### config.mk
export PLATFORM = sky130hd
export DESIGN_NAME = gcd_scheduler_flat
export DESIGN_NICKNAME = d
export VERILOG_FILES = /design/src/rtl/gcd_scheduler_if.sv /design/src/rtl/gcd_scheduler.sv /design/src/flat_wrapper.sv
export SDC_FILE = /design/constraint.sdc
export NUM_CORES = 1
export LEC_CHECK = 0
export CORE_MARGIN = 2
export CORE_UTILIZATION = 35
export DETAILED_ROUTE_END_ITERATION = 16
export GPL_TIMING_DRIVEN = 0
export PLACE_DENSITY = 0.75
export SLEW_MARGIN = 25
export SYNTH_ARGS = -nofsm -noshare
export SYNTH_HDL_FRONTEND = slang
export SYNTH_SLANG_ARGS = --single-unit
### constraint.sdc
create_clock -name clk -period 3.47 [get_ports clk]
set_clock_uncertainty 0.1 [all_clocks]
set_input_delay 0.5205 -clock clk [delete_from_list [all_inputs] [get_ports clk]]
set_output_delay 0.5205 -clock clk [all_outputs]
set_load 0.03 [all_outputs]
### src/rtl/gcd_scheduler_if.sv
// Requester-side bus of gcd_scheduler: request levels, packed operands,
// capture acknowledges and the shared one-hot-qualified response bus.
interface gcd_scheduler_if #(
    parameter int N = 4,
    parameter int W = 16
);
    logic [N-1:0]   req;
    logic [N*W-1:0] req_a;
    logic [N*W-1:0] req_b;
    logic [N-1:0]   req_ack;
    logic [N-1:0]   rsp_valid;
    logic [W-1:0]   rsp_gcd;
    logic           rsp_err;

    modport master (
        output req, req_a, req_b,
        input  req_ack, rsp_valid, rsp_gcd, rsp_err
    );

    modport slave (
        input  req, req_a, req_b,
        output req_ack, rsp_valid, rsp_gcd, rsp_err
    );
endinterface

### src/rtl/gcd_scheduler.sv
// Round-robin scheduler sharing one subtractive GCD engine between N requesters.
// Optional engine watchdog enabled by defining GCD_SCHED_TIMEOUT_EN (limit = TIMEOUT cycles).
module gcd_scheduler #(
    parameter int N       = 4,
    parameter int W       = 16,
    parameter int TIMEOUT = 1024
) (
    input  logic           clk,
    input  logic           rst,
    gcd_scheduler_if.slave bus,
    output logic           busy,
    output logic           eng_start,
    output logic [W-1:0]   eng_a,
    output logic [W-1:0]   eng_b,
    input  logic           eng_done,
    input  logic [W-1:0]   eng_gcd
);
    localparam int IDX_W = $clog2(N);

    typedef enum logic [1:0] {S_IDLE, S_ISSUE, S_BUSY, S_DRAIN} state_e;

    state_e           state_q, state_d;
    logic [IDX_W-1:0] ptr_q, ptr_d;
    logic [IDX_W-1:0] idx_q, idx_d;
    logic [N-1:0]     req_ack_q, req_ack_d;
    logic [N-1:0]     rsp_valid_q, rsp_valid_d;
    logic [W-1:0]     rsp_gcd_q, rsp_gcd_d;
    logic [W-1:0]     eng_a_q, eng_a_d;
    logic [W-1:0]     eng_b_q, eng_b_d;
    logic             busy_q, busy_d;
    logic             eng_start_q, eng_start_d;
    logic             timeout_hit;

    logic [W-1:0]     op_a [N];
    logic [W-1:0]     op_b [N];
    logic             grant_vld;
    logic [IDX_W-1:0] grant_idx;
    logic [IDX_W-1:0] cand;

    if (N < 2 || N > 8 || W < 1 || TIMEOUT < 1) begin : g_param_check
        $error("gcd_scheduler: parameter out of range");
    end

`ifdef GCD_SCHED_TIMEOUT_EN
    localparam int CNT_W = $clog2(TIMEOUT + 1);
    logic [CNT_W-1:0] cnt_q, cnt_d;
    logic             rsp_err_q, rsp_err_d;
    assign timeout_hit = (state_q == S_BUSY) && !eng_done && (cnt_q == CNT_W'(TIMEOUT - 1));
`else
    assign timeout_hit = 1'b0;
`endif

    // NOTE: every signal written in an always_comb gets a default first, so no latch is inferred.
    always_comb begin
        for (int i = 0; i < N; i++) begin
            op_a[i] = bus.req_a[i*W +: W];
            op_b[i] = bus.req_b[i*W +: W];
        end
    end

    // Rotating priority: scan ptr+1, ptr+2, ... wrapping modulo N.
    always_comb begin
        grant_vld = 1'b0;
        grant_idx = ptr_q;
        cand      = '0;
        for (int k = 1; k <= N; k++) begin
            cand = IDX_W'((int'(ptr_q) + k) % N);
            if (!grant_vld && bus.req[cand]) begin
                grant_vld = 1'b1;
                grant_idx = cand;
            end
        end
    end

    always_comb begin
        state_d = state_q;
        unique case (state_q)
            S_IDLE:  if (grant_vld) state_d = S_ISSUE;
            S_ISSUE: state_d = S_BUSY;
            S_BUSY:  if (eng_done || timeout_hit) state_d = S_DRAIN;
            S_DRAIN: if (!eng_done) state_d = S_IDLE;
            default: state_d = S_IDLE;
        endcase
    end

    always_comb begin
        ptr_d       = ptr_q;
        idx_d       = idx_q;
        eng_a_d     = eng_a_q;
        eng_b_d     = eng_b_q;
        req_ack_d   = '0;
        rsp_valid_d = '0;
        rsp_gcd_d   = '0;
        eng_start_d = 1'b0;
        busy_d      = (state_d != S_IDLE);
`ifdef GCD_SCHED_TIMEOUT_EN
        cnt_d       = cnt_q;
        rsp_err_d   = 1'b0;
`endif
        unique case (state_q)
            S_IDLE: begin
                if (grant_vld) begin
                    ptr_d                = grant_idx;
                    idx_d                = grant_idx;
                    eng_a_d              = op_a[grant_idx];
                    eng_b_d              = op_b[grant_idx];
                    req_ack_d[grant_idx] = 1'b1;
                    eng_start_d          = 1'b1;
                end
            end
            S_ISSUE: begin
`ifdef GCD_SCHED_TIMEOUT_EN
                cnt_d = '0;
`endif
            end
            S_BUSY: begin
`ifdef GCD_SCHED_TIMEOUT_EN
                cnt_d = cnt_q + CNT_W'(1);
`endif
                if (eng_done) begin
                    rsp_valid_d[idx_q] = 1'b1;
                    rsp_gcd_d          = eng_gcd;
                end else if (timeout_hit) begin
                    rsp_valid_d[idx_q] = 1'b1;
`ifdef GCD_SCHED_TIMEOUT_EN
                    rsp_err_d          = 1'b1;
`endif
                end
            end
            default: ;
        endcase
    end

    // NOTE: sequential state is updated with non-blocking (<=) assignments only.
    always_ff @(posedge clk) begin
        if (rst) begin
            state_q     <= S_IDLE;
            ptr_q       <= IDX_W'(N - 1);
            idx_q       <= '0;
            req_ack_q   <= '0;
            rsp_valid_q <= '0;
            rsp_gcd_q   <= '0;
            eng_a_q     <= '0;
            eng_b_q     <= '0;
            busy_q      <= 1'b0;
            eng_start_q <= 1'b0;
`ifdef GCD_SCHED_TIMEOUT_EN
            cnt_q       <= '0;
            rsp_err_q   <= 1'b0;
`endif
        end else begin
            state_q     <= state_d;
            ptr_q       <= ptr_d;
            idx_q       <= idx_d;
            req_ack_q   <= req_ack_d;
            rsp_valid_q <= rsp_valid_d;
            rsp_gcd_q   <= rsp_gcd_d;
            eng_a_q     <= eng_a_d;
            eng_b_q     <= eng_b_d;
            busy_q      <= busy_d;
            eng_start_q <= eng_start_d;
`ifdef GCD_SCHED_TIMEOUT_EN
            cnt_q       <= cnt_d;
            rsp_err_q   <= rsp_err_d;
`endif
        end
    end

    assign bus.req_ack   = req_ack_q;
    assign bus.rsp_valid = rsp_valid_q;
    assign bus.rsp_gcd   = rsp_gcd_q;
`ifdef GCD_SCHED_TIMEOUT_EN
    assign bus.rsp_err   = rsp_err_q;
`else
    assign bus.rsp_err   = 1'b0;
`endif
    assign busy          = busy_q;
    assign eng_start     = eng_start_q;
    assign eng_a         = eng_a_q;
    assign eng_b         = eng_b_q;
endmodule

### src/flat_wrapper.sv
// flat-port wrapper written by rule: the top's interface ports become plain ports
module gcd_scheduler_flat 
#(
    parameter int N       = 4,
    parameter int W       = 16,
    parameter int TIMEOUT = 1024
)
  (clk, rst, busy, eng_start, eng_a, eng_b, eng_done, eng_gcd, bus_req, bus_req_a, bus_req_b, bus_req_ack, bus_rsp_valid, bus_rsp_gcd, bus_rsp_err);
  gcd_scheduler_if #(.N(N), .W(W)) bus_i ();
  input  logic clk;
  input  logic rst;
  output logic busy;
  output logic eng_start;
  output logic [W-1:0] eng_a;
  output logic [W-1:0] eng_b;
  input  logic eng_done;
  input  logic [W-1:0] eng_gcd;
  input wire logic [$bits(bus_i.req)-1:0] bus_req;
  input wire logic [$bits(bus_i.req_a)-1:0] bus_req_a;
  input wire logic [$bits(bus_i.req_b)-1:0] bus_req_b;
  output wire logic [$bits(bus_i.req_ack)-1:0] bus_req_ack;
  output wire logic [$bits(bus_i.rsp_valid)-1:0] bus_rsp_valid;
  output wire logic [$bits(bus_i.rsp_gcd)-1:0] bus_rsp_gcd;
  output wire logic [$bits(bus_i.rsp_err)-1:0] bus_rsp_err;
  assign bus_i.req = bus_req;
  assign bus_i.req_a = bus_req_a;
  assign bus_i.req_b = bus_req_b;
  assign bus_req_ack = bus_i.req_ack;
  assign bus_rsp_valid = bus_i.rsp_valid;
  assign bus_rsp_gcd = bus_i.rsp_gcd;
  assign bus_rsp_err = bus_i.rsp_err;
  gcd_scheduler #(.N(N), .W(W), .TIMEOUT(TIMEOUT)) u_core (.clk(clk), .rst(rst), .bus(bus_i), .busy(busy), .eng_start(eng_start), .eng_a(eng_a), .eng_b(eng_b), .eng_done(eng_done), .eng_gcd(eng_gcd));
endmodule
==> results of run 1 <==
-- sequential cells by signal, summed over array words and instances, names as in the netlist --
signal                count
u_core.eng_start          1
u_core.eng_b             16
u_core.eng_a             16
u_core.busy               1
u_core.bus.rsp_gcd       16
u_core.bus.req_ack        4
u_core.state_q            2
u_core.ptr_q              2
u_core.idx_q              2
u_core.bus.rsp_valid      4
-- final cells by class --
cell class | count | share of cell area, %
Timing Repair Buffer | 207 | 34.4
Sequential cell | 64 | 21.2
Tap cell | 133 | 2.76
Clock inverter | 7 | 1.72
Buffer | 37 | 4.25
Clock buffer | 9 | 2.05
Multi-Input combinational cell | 260 | 33.6
-- synthesized netlist by cell type --
library cell,n,area [um2]
nor3b_1,1,7.51
buf_6,9,101
nand3b_1,3,22.5
nand2b_4,1,13.8
and3b_1,2,17.5
a21o_1,3,22.5
o21bai_1,2,15.0
nand2b_1,3,18.8
dfxtp_1,64,1280
nor3_2,2,20.0
a21oi_2,2,17.5
and2_1,18,113
clkbuf_1,14,52.6
and3_1,1,6.26
conb_1,1,3.75
o211ai_2,28,350
nor2_1,8,30.0
nand2b_2,1,8.76
buf_8,3,45.0
o31ai_1,32,240
a21bo_1,30,300
nand3_1,1,5.00
nor3_4,1,16.3
nand4_1,32,200
nor3_1,3,15.0
nand2_1,40,150
nor4_1,1,6.26
nor2_2,2,12.5
buf_4,1,7.51
a21bo_2,2,20.0
a21oi_1,2,10.0
o211ai_1,4,30.0
mux2i_1,32,320
nand2_4,1,11.3
buf_2,10,50.1
a31oi_4,1,21.3
-- path summary, 6_finish.rpt --
| check | from | endpoint | slack (ns) | depth (start not counted) |
|---|---|---|---|---|
| worst min register to register | u_core.eng_b[4] | u_core.eng_b[4] | 0.36 | 2 |
| worst max register to register | u_core.ptr_q[1] | u_core.eng_a[0] | 1.53 | 7 |
| worst max-delay path | bus_req[3] | u_core.eng_a[0] | 1.11 | 7 |
| worst min-delay path | u_core.eng_b[4] | u_core.eng_b[4] | 0.36 | 2 |
-- metrics by stage --
| stage | hold slack, ns | std cells | power, mW | util, % | worst slack (ns) |
|---|---|---|---|---|---|
| 2_1_floorplan | 0.330 | 361 | 1.55 | - | 1.67 |
| 3_3_place_gp | 0.346 | 701 | 1.99 | 59.1 | 0.849 |
| 3_5_place_dp | 0.351 | 701 | 2.01 | 59.1 | 0.728 |
| 4_1_cts | 0.369 | 717 | 2.77 | 61.4 | 1.07 |
| 5_1_grt | 0.387 | 717 | 2.87 | 61.4 | 0.920 |
| 6_report | 0.365 | 717 | 2.74 | 61.4 | 1.11 |
-- kinds of logic after synthesis --
kind of cell	Yosys count
AOI/OAI and AO/OA	106
and+or+nand+nor	121
muxes	32
other	1
DFF	64
buffers and inverters	37
-- power groups by stage --
| stage | sequential [mW] | combinational, mW | clock [mW] |
|---|---|---|---|
| after floorplan | 1.08 | 0.477 | 0 |
| after detailed placement | 0.905 | 1.11 | 0 |
| final | 0.888 | 1.10 | 0.752 |
| after global placement | 0.900 | 1.09 | 0 |
| after CTS | 0.888 | 1.11 | 0.772 |
| after global routing | 0.899 | 1.18 | 0.800 |
-- worst min-delay path, cell delays in order (launching register included) --
cell      delay, ns
dfxtp_1        0.33
nand2_1        0.06
o211ai_2       0.05
-- cells in the final DEF (no fill, tap or decap), types with 10 or more instances in the layout --
| cell | netlist | layout |
|---|---|---|
| o31ai_1 | 32 | 32 |
| mux2i_1 | 32 | 32 |
| nand4_1 | 32 | 32 |
| buf_2 | 10 | 10 |
| clkdlybuf4s50_1 | 0 | 207 |
| clkbuf_1 | 14 | 14 |
| nand2_1 | 40 | 40 |
| a21bo_1 | 30 | 30 |
| o211ai_2 | 28 | 28 |
| dfxtp_1 | 64 | 64 |
| and2_1 | 18 | 18 |
-- routing by layer --
| metal | GRT usage (%) | share of wire [%] | up-vias |
|---|---|---|---|
| met4 | 8.10 | 2.0 | 0 |
| li1 | - | - | 1783 |
| met3 | 5.55 | 6.0 | 18 |
| met5 | 0 | 0 | - |
| met2 | 38.8 | 51 | 119 |
| met1 | 25.1 | 41 | 1661 |
==> qor.csv, run 1 <==
metric;value;unit
nets;730;
synth_seq_cells;64;
grt_max_degree;14;
vias;3581;
antenna_found_initial;0;
multi_input_area;2030;um2
routed_via_density;4.99;
drt_wl_total;12200;um
routedWlPerCell;17.0;um
status;complete, no violations;
ctsResizeCount;0;
path_delay_family;simple AND/OR/NAND/NOR gates;
htreeDepth;3;
synth_nets;512;
crit_type;input pin to flop;
yosys.area_share.adder;0;%
start_util;36.3;%
power_frac_clock;27.4;%
avgSynthCellArea;9.87;um2
cp-end-kind;flop;
synth_xor_area_share;0;%
place_hpwl;9530;um
startpoint_type;input pin;
fin_crit;2.36;ns
grtUsageTotal;21.8;%
netSwitchingFraction;34.6;%
cts_tree;done;
design_area;6030;um2
slew_headroom;65.1;%
p_per_area;455;nW/um2
grt_pass1_wl;19000;um
root_buffer;clkbuf_8;
pin_count;210;
seqCellArea;1280;um2
synth_simple_gate_area_share;18.9;%
postPlaceCellArea;5800;um2
die_width;105;um
p_seq_share;32.4;%
route.detailed.drc;0;
drv_cap;0;
cp_max_fo;10;
area_delta_synth_final;69.2;%
cts_buffers;9;
internal_power;1.79;mW
fmax;424;MHz
p_comb_share;40.2;%
p_sw;950;uW
die_area;11000;um2
clockBufferDepth;2;
synth_top_family_by_area;compound AO/OA/AOI/OAI gates;
grt_pass1_vias;3641;
yosys_warnings;0;
synth_cell_types;36;
arrival;2.53;ns
hold_viol;0;
grt_overflow;0;
dr.pass1.iters;5;
drive_above_1_share;13.7;%
cts.reportedPaths.clkPinSlew;0.08;ns
hold_buffers;0;
worstPathBufferInverterCount;2;
n_antenna_cell;0;
rsz0062_at_grt;no;
clkLatencyLatePin;0.35;ns
netlist_instances;361;
portBuffers;207;
core-area;9820;um2
drv_slew;0;
crit_path_cell_trace;clkdlybuf4s50_1 -> nor4_1 -> nor3_1 -> nor2_2 -> buf_2 -> nand2_1 -> o211ai_2;
leakage;2.46;nW
tns;0;ns
synth_area;3560;um2
nFillCells;892;
cts_setup_buffers;0;
finalSetupViolCount;0;
gp_congestion;0.795;
clock-sinks;64;
synth_mux_area_share;8.99;%
synth_compound_area_share;28.8;%
yosysSeqAreaShare;36.0;%
worstMarginPinSlew;0.519;ns
finalCritPeriodShare;68.0;%
peakVddDrop;0.000259;V
die_height;105;um
num_rows;36;
drt-initial-drc-count;92;
slowest_delay;0.54;ns
hp-class;flop to flop;
drtAntennaViolNets;0;
cp.required;3.64;ns
cp_slowest_cell;clkdlybuf4s50_1;
(Power assumes the default switching activity.)
==> inputs of run 2 (changes only) <==
- PLACE_DENSITY: 0.75 -> 0.78
- clock period: 3.47 -> 2.1 ns (I/O delays scaled with it)
==> run 2 against run 1 <==
Against the previous run: sequential share of layout area shrank 0.18 points; global-route usage grew 0.33 points; final cell count grew 0.14%; via count grew 2.5%; setup slack lost 1.0 ns; sequential power grew 66%; hold slack lost 0.17 ns; clock power grew 62%; count of clock-buffer cells in the layout is the same; sequential cell count is the same; critical path depth grew 1; first-iteration DRC count grew 72%; largest power group unchanged.
==> qor.csv, run 2 (synthesis gave the netlist of run 1 again) <==
metric;value;unit;change
drt-initial-drc-count;158;;was 92
hp-class;input pin to flop;;was flop to flop
fin_cells;718;;was 717
grt_pass1_wl;19600;um;was 19,000 um
hold-path-cell-count;2;;unchanged
routedWlPerCell;17.2;um;was 17.0 um
status;complete, no violations;;unchanged
p_per_area;747;nW/um2;was 455 nW/um2
drt_wl_total;12400;um;was 12,200 um
finalSetupViolCount;0;;unchanged
num_rows;36;;unchanged
final_cell_mix;clkdlybuf4s50_1 (206), dfxtp_1 (64), nand2_1 (40);;was clkdlybuf4s50_1 (207), dfxtp_1 (64), nand2_1 (40)
use_met2;40.4;%;was 38.8%
nets;731;;was 730
r2r_slack;0.22;ns;was 1.53 ns
die_area;11000;um2;unchanged
r2r_start;u_core.ptr_q[1];;unchanged
grt_use_met1;26.2;%;was 25.1%
grtUsageMet3;4.43;%;was 5.55%
layout_commonest_cell;clkdlybuf4s50_1;;unchanged
routed_via_density;5.11;;was 4.99
hold_end;u_core.state_q[0];;was u_core.eng_b[4]
fmax;503;MHz;
holdWs;0.191;ns;was 0.365 ns
startpoint_type;input pin;;unchanged
clkLatencyLatePin;0.34;ns;was 0.35 ns
pin_count;210;;unchanged
antenna_found_initial;0;;unchanged
nFillCells;893;;was 892
cp.required;2.22;ns;was 3.64 ns
die_width;105;um;unchanged
peakVddDrop;0.000346;V;was 0.000259 V
drv_cap;0;;unchanged
drtAntennaViolNets;0;;unchanged
htreeDepth;3;;unchanged
grt_max_degree;14;;unchanged
core-area;9820;um2;unchanged
cts.reportedPaths.clkPinSlew;0.08;ns;about the same
clock-sinks;64;;unchanged
busiest_layer;met2;;unchanged
cp_slowest_cell;clkdlybuf4s50_1;;unchanged
reg2regPathDepth;8;;was 7
leakage;2.49;nW;was 2.46 nW
portBuffers;207;;unchanged
cts_buffers;9;;unchanged
area_delta_synth_final;70.6;%;was 69.2%
grt_overflow;0;;unchanged
drive_above_1_share;15.2;%;was 13.7%
worstMarginPinSlew;0.514;ns;was 0.519 ns
dp.cells;701;;unchanged
fin_crit;1.99;ns;
drv_slew;0;;unchanged
start_util;36.3;%;unchanged
crit_path_cell_trace;clkdlybuf4s50_1 -> nand2_1 -> a21oi_4 -> nor3_2 -> buf_6 -> buf_8 -> mux2i_1 -> o211ai_2;;was clkdlybuf4s50_1 -> nor4_1 -> nor3_1 -> nor2_2 -> buf_2 -> nand2_1 -> o211ai_2
cp_max_fo;10;;unchanged
grtUsageTotal;22.2;%;was 21.8%
gp_congestion;0.784;;was 0.795
die_height;105;um;unchanged
r2r_end;u_core.eng_b[2];;was u_core.eng_a[0]
finalCritPeriodShare;94.6;%;
root_buffer;clkbuf_8;;unchanged
arrival;2.11;ns;was 2.53 ns
hold_start;rst;;was u_core.eng_b[4]
route.detailed.drc;0;;unchanged
slew_headroom;65.7;%;was 65.1%
hold_viol;0;;unchanged
slowest_delay;0.66;ns;was 0.54 ns
crit_type;input pin to flop;;unchanged
vias;3670;;was 3,581
dr.pass1.iters;4;;was 5
place_hpwl;9550;um;was 9530 um
cp-end-kind;flop;;unchanged
n_antenna_cell;0;;unchanged
grt_pass1_vias;3770;;was 3,641
clockBufferDepth;2;;unchanged
hold_buffers;0;;unchanged
cts_tree;done;;unchanged
run 2: cell count changes in the layout (fill, tap and decap cells not counted):
| cell | before | now |
|---|---|---|
| a21oi_4 | 0 | 1 |
| clkbuf_2 | 0 | 6 |
| mux2i_2 | 0 | 1 |
| clkbuf_4 | 0 | 3 |
| dlymetal6s2s_1 | 0 | 1 |
| nor4_1 | 1 | 0 |
| mux2i_1 | 32 | 31 |
| clkbuf_1 | 14 | 8 |
| a21oi_2 | 2 | 1 |
| nor4_4 | 0 | 1 |
| clkdlybuf4s50_1 | 207 | 206 |
| buf_2 | 10 | 7 |
| buf_4 | 1 | 2 |
run 2: metrics by stage:
| stage | TNS (ns) | area, um2 | setup slack [ns] | utilization, % | power, mW |
|---|---|---|---|---|---|
| floorplan | 0 | 3560 | 0.397 | - | 2.57 |
| global placement | -10.05 | 5800 | -0.305 | 59.1 | 3.29 |
| detailed placement | -13.34 | 5800 | -0.405 | 59.1 | 3.33 |
| CTS | 0 | 6040 | 0.0870 | 61.5 | 4.56 |
| global route | -0.0585 | 6080 | -0.0227 | 61.9 | 4.76 |
| finish | 0 | 6080 | 0.113 | 61.9 | 4.54 |
run 2: how the worst max path moves through the flow:
stage | end | from | slack (ns) | cells past startpoint
floorplan | u_core.eng_b[2] | u_core.ptr_q[1] | 0.40 | 8
global placement | u_core.eng_b[1] | bus_req[3] | -0.30 | 7
detailed placement | u_core.eng_b[8] | bus_req[3] | -0.41 | 7
CTS | u_core.eng_b[1] | bus_req[3] | 0.09 | 7
global route | u_core.eng_b[1] | bus_req[3] | -0.02 | 7
finish | u_core.eng_b[2] | bus_req[3] | 0.11 | 8
run 2: critical path, delay by kind of cell:
| family | cells | cell delay, ns |
|---|---|---|
| buffers and inverters | 3 | 0.98 |
| AOI/OAI and AO/OA | 2 | 0.34 |
| and+or+nand+nor | 2 | 0.25 |
| muxes | 1 | 0.22 |
run 2: layer usage:
layer	wire (um)	share of wire [%]
met2	6450	52
met1	5040	41
met3	689	5.6
met5	0	0
met4	186	1.5
run 2: cell type report:
class / count / area, um2 / area share (%)
Buffer: 37 / 272 / 4.47
Clock buffer: 9 / 124 / 2.04
Clock inverter: 7 / 104 / 1.71
Multi-Input combinational cell: 260 / 2050 / 33.7
Sequential cell: 64 / 1280 / 21.1
Tap cell: 133 / 166 / 2.74
Timing Repair Buffer: 208 / 2080 / 34.2
run 2: timing repair:
item | in CTS | in global routing
resized for setup | 1 | 19
cloned | 0 | 0
setup buffers | 0 | 1
setup endpoints to repair | 30 | 30
pin swaps | 0 | 1
run 2: report_power, final:
part / total (mW) / internal, mW / switching (mW) / leakage, nW
Combinational: 1.85 / 0.915 / 0.933 / 1.85
Sequential: 1.47 / 1.38 / 0.0935 / 0.525
Clock: 1.22 / 0.683 / 0.540 / 0.114
==> inputs of run 3 (changes only) <==
- GPL_TIMING_DRIVEN: 0 -> not set
- MAX_ROUTING_LAYER: not set -> met4
- clock period: 2.1 -> 1.7 ns (I/O delays scaled with it)
==> run 3 against run 2 <==
Against the previous run: global-route usage rose by 3.1 points; final cell count rose by 1.7%; critical path depth did not move; the run now ends with setup timing left.
==> qor.csv, run 3 (synthesis gave the netlist of run 1 again) <==
metric;value;unit;change
final_cell_mix;clkdlybuf4s50_1 (146), dfxtp_1 (62), dlygate4sd2_1 (42);;was clkdlybuf4s50_1 (206), dfxtp_1 (64), nand2_1 (40)
hold_viol;0;;unchanged
routedWlPerCell;18.9;um;was 17.2 um
netSwitchingFraction;36.8;%;was 34.5%
design_area;6670;um2;was 6080 um2
portBuffers;208;;was 207
p_seq_share;31.6;%;was 32.4%
drv_cap;0;;unchanged
cp.required;1.82;ns;was 2.22 ns
n_antenna_cell;0;;unchanged
finalSetupViolCount;29;;was 0
drv_slew;0;;unchanged
startpoint_type;flop;;was input pin
setup_ws;-0.100;ns;was 0.113 ns
grt_pass1_wl;21500;um;was 19,600 um
crit_type;flop to flop;;was input pin to flop
drtAntennaViolNets;0;;unchanged
place_hpwl;9820;um;was 9550 um
use_met2;45.2;%;was 40.4%
clock-sinks;64;;unchanged
holdWs;0.363;ns;was 0.191 ns
cts.reportedPaths.clkPinSlew;0.07;ns;was 0.08 ns
drt_wl_total;13800;um;was 12,400 um
hp-class;flop to flop;;was input pin to flop
violations;setup timing;;
grtUsageMet3;5.24;%;was 4.43%
cts_tree;done;;unchanged
fin_crit;1.80;ns;
nets;743;;was 731
power;5.75;mW;was 4.54 mW
rsz0062_at_grt;yes;;
arrival;1.92;ns;was 2.11 ns
cp_max_fo;8;;was 10
postPlaceCellArea;6000;um2;was 5800 um2
grt_overflow;0;;unchanged
power_frac_clock;21.5;%;was 26.9%
vias;3829;;was 3,670
fmax;556;MHz;
htreeDepth;3;;unchanged
grt_pass1_vias;4112;;was 3,770
grtUsageTotal;25.3;%;was 22.2%
status;finished, violations left;;was complete, no violations
die_area;11000;um2;unchanged
antenna_found_initial;0;;unchanged
p_comb_share;46.9;%;was 40.7%
clockBufferDepth;2;;unchanged
clkLatencyLatePin;0.34;ns;about the same
die_height;105;um;unchanged
num_rows;36;;unchanged
dr.pass1.iters;4;;unchanged
cts_buffers;9;;unchanged
gp_congestion;0.841;;was 0.784
area_delta_synth_final;87.3;%;was 70.6%
p_per_area;862;nW/um2;was 747 nW/um2
grt_max_degree;21;;was 14
grt_use_met1;27.5;%;was 26.2%
leakage;3.09;nW;was 2.49 nW
p_sw;2.12;mW;was 1.57 mW
root_buffer;clkbuf_8;;unchanged
drive_above_1_share;25.1;%;was 15.2%
die_width;105;um;unchanged
layout_commonest_cell;clkdlybuf4s50_1;;unchanged
cp-end-kind;flop;;unchanged
busiest_layer;met2;;unchanged
peakVddDrop;0.000537;V;was 0.000346 V
core-area;9820;um2;unchanged
route.detailed.drc;0;;unchanged
internal_power;3.64;mW;was 2.98 mW
tns;-1.48;ns;was 0 ns
routed_via_density;5.25;;was 5.11
pin_count;210;;unchanged
start_util;36.3;%;unchanged
finalCritPeriodShare;106;%;
drt-initial-drc-count;150;;was 158
run 3: through the flow:
stage | instances | setup slack [ns] | util, %
final | 730 | -0.100 | 68.0
after global routing | 730 | -0.153 | 68.0
after CTS | 730 | -0.0591 | 66.0
after detailed placement | 704 | -0.647 | 61.1
after global placement | 703 | -0.816 | 61.0
after floorplan | 361 | 0.00510 | -
run 3: final timing paths:
kind	cells past startpoint	slack, ns	start	endpoint
worst min register to register	2	0.36	u_core.eng_b[13]	u_core.eng_b[13]
worst max register to register	8	-0.10	u_core.ptr_q[1]	u_core.eng_b[9]
worst max-delay path	8	-0.10	u_core.ptr_q[1]	u_core.eng_b[9]
worst min-delay path	2	0.36	u_core.eng_b[13]	u_core.eng_b[13]
run 3: area by class of cell:
class	count	area (um2)
fillers	779	3150
repair buffers	257	2650
clock buffers	10	138
multi-input cells	260	2390
well taps	133	166
clock inverters	6	45.0
flip-flops and latches	64	1290
run 3: repair_timing:
action | 4_1_cts | 5_1_grt
pin swaps | 6 | 7
resized for setup | 92 | 39
setup endpoints to repair | 76 | 52
hold buffers | 0 | 0
hold endpoints to repair | 0 | 0
cloned | 2 | 1
setup buffers | 8 | 0
run 3: routing by layer:
| metal | up-vias | wire length, um |
|---|---|---|
| li1 | 1811 | - |
| met1 | 1806 | 5180 |
| met2 | 184 | 7240 |
| met3 | 28 | 976 |
| met4 | 0 | 384 |
| met5 | - | 0 |
run 3: power by group through the flow:
stage	Sequential [mW]	Combinational [mW]	Clock (mW)
after floorplan	2.20	0.978	0
after global placement	1.85	2.34	0
after detailed placement	1.86	2.39	0
after CTS	1.81	2.58	1.26
after global routing	1.84	2.84	1.34
final	1.82	2.70	1.24
run 3: worst max-delay path, cell delays in order (launching register included):
cell      delay [ns]
dfxtp_4         0.36
buf_6           0.10
nand2b_4        0.12
a21oi_4         0.07
nor3_4          0.20
buf_6           0.19
buf_12          0.18
mux2i_4         0.26
o211ai_2        0.10
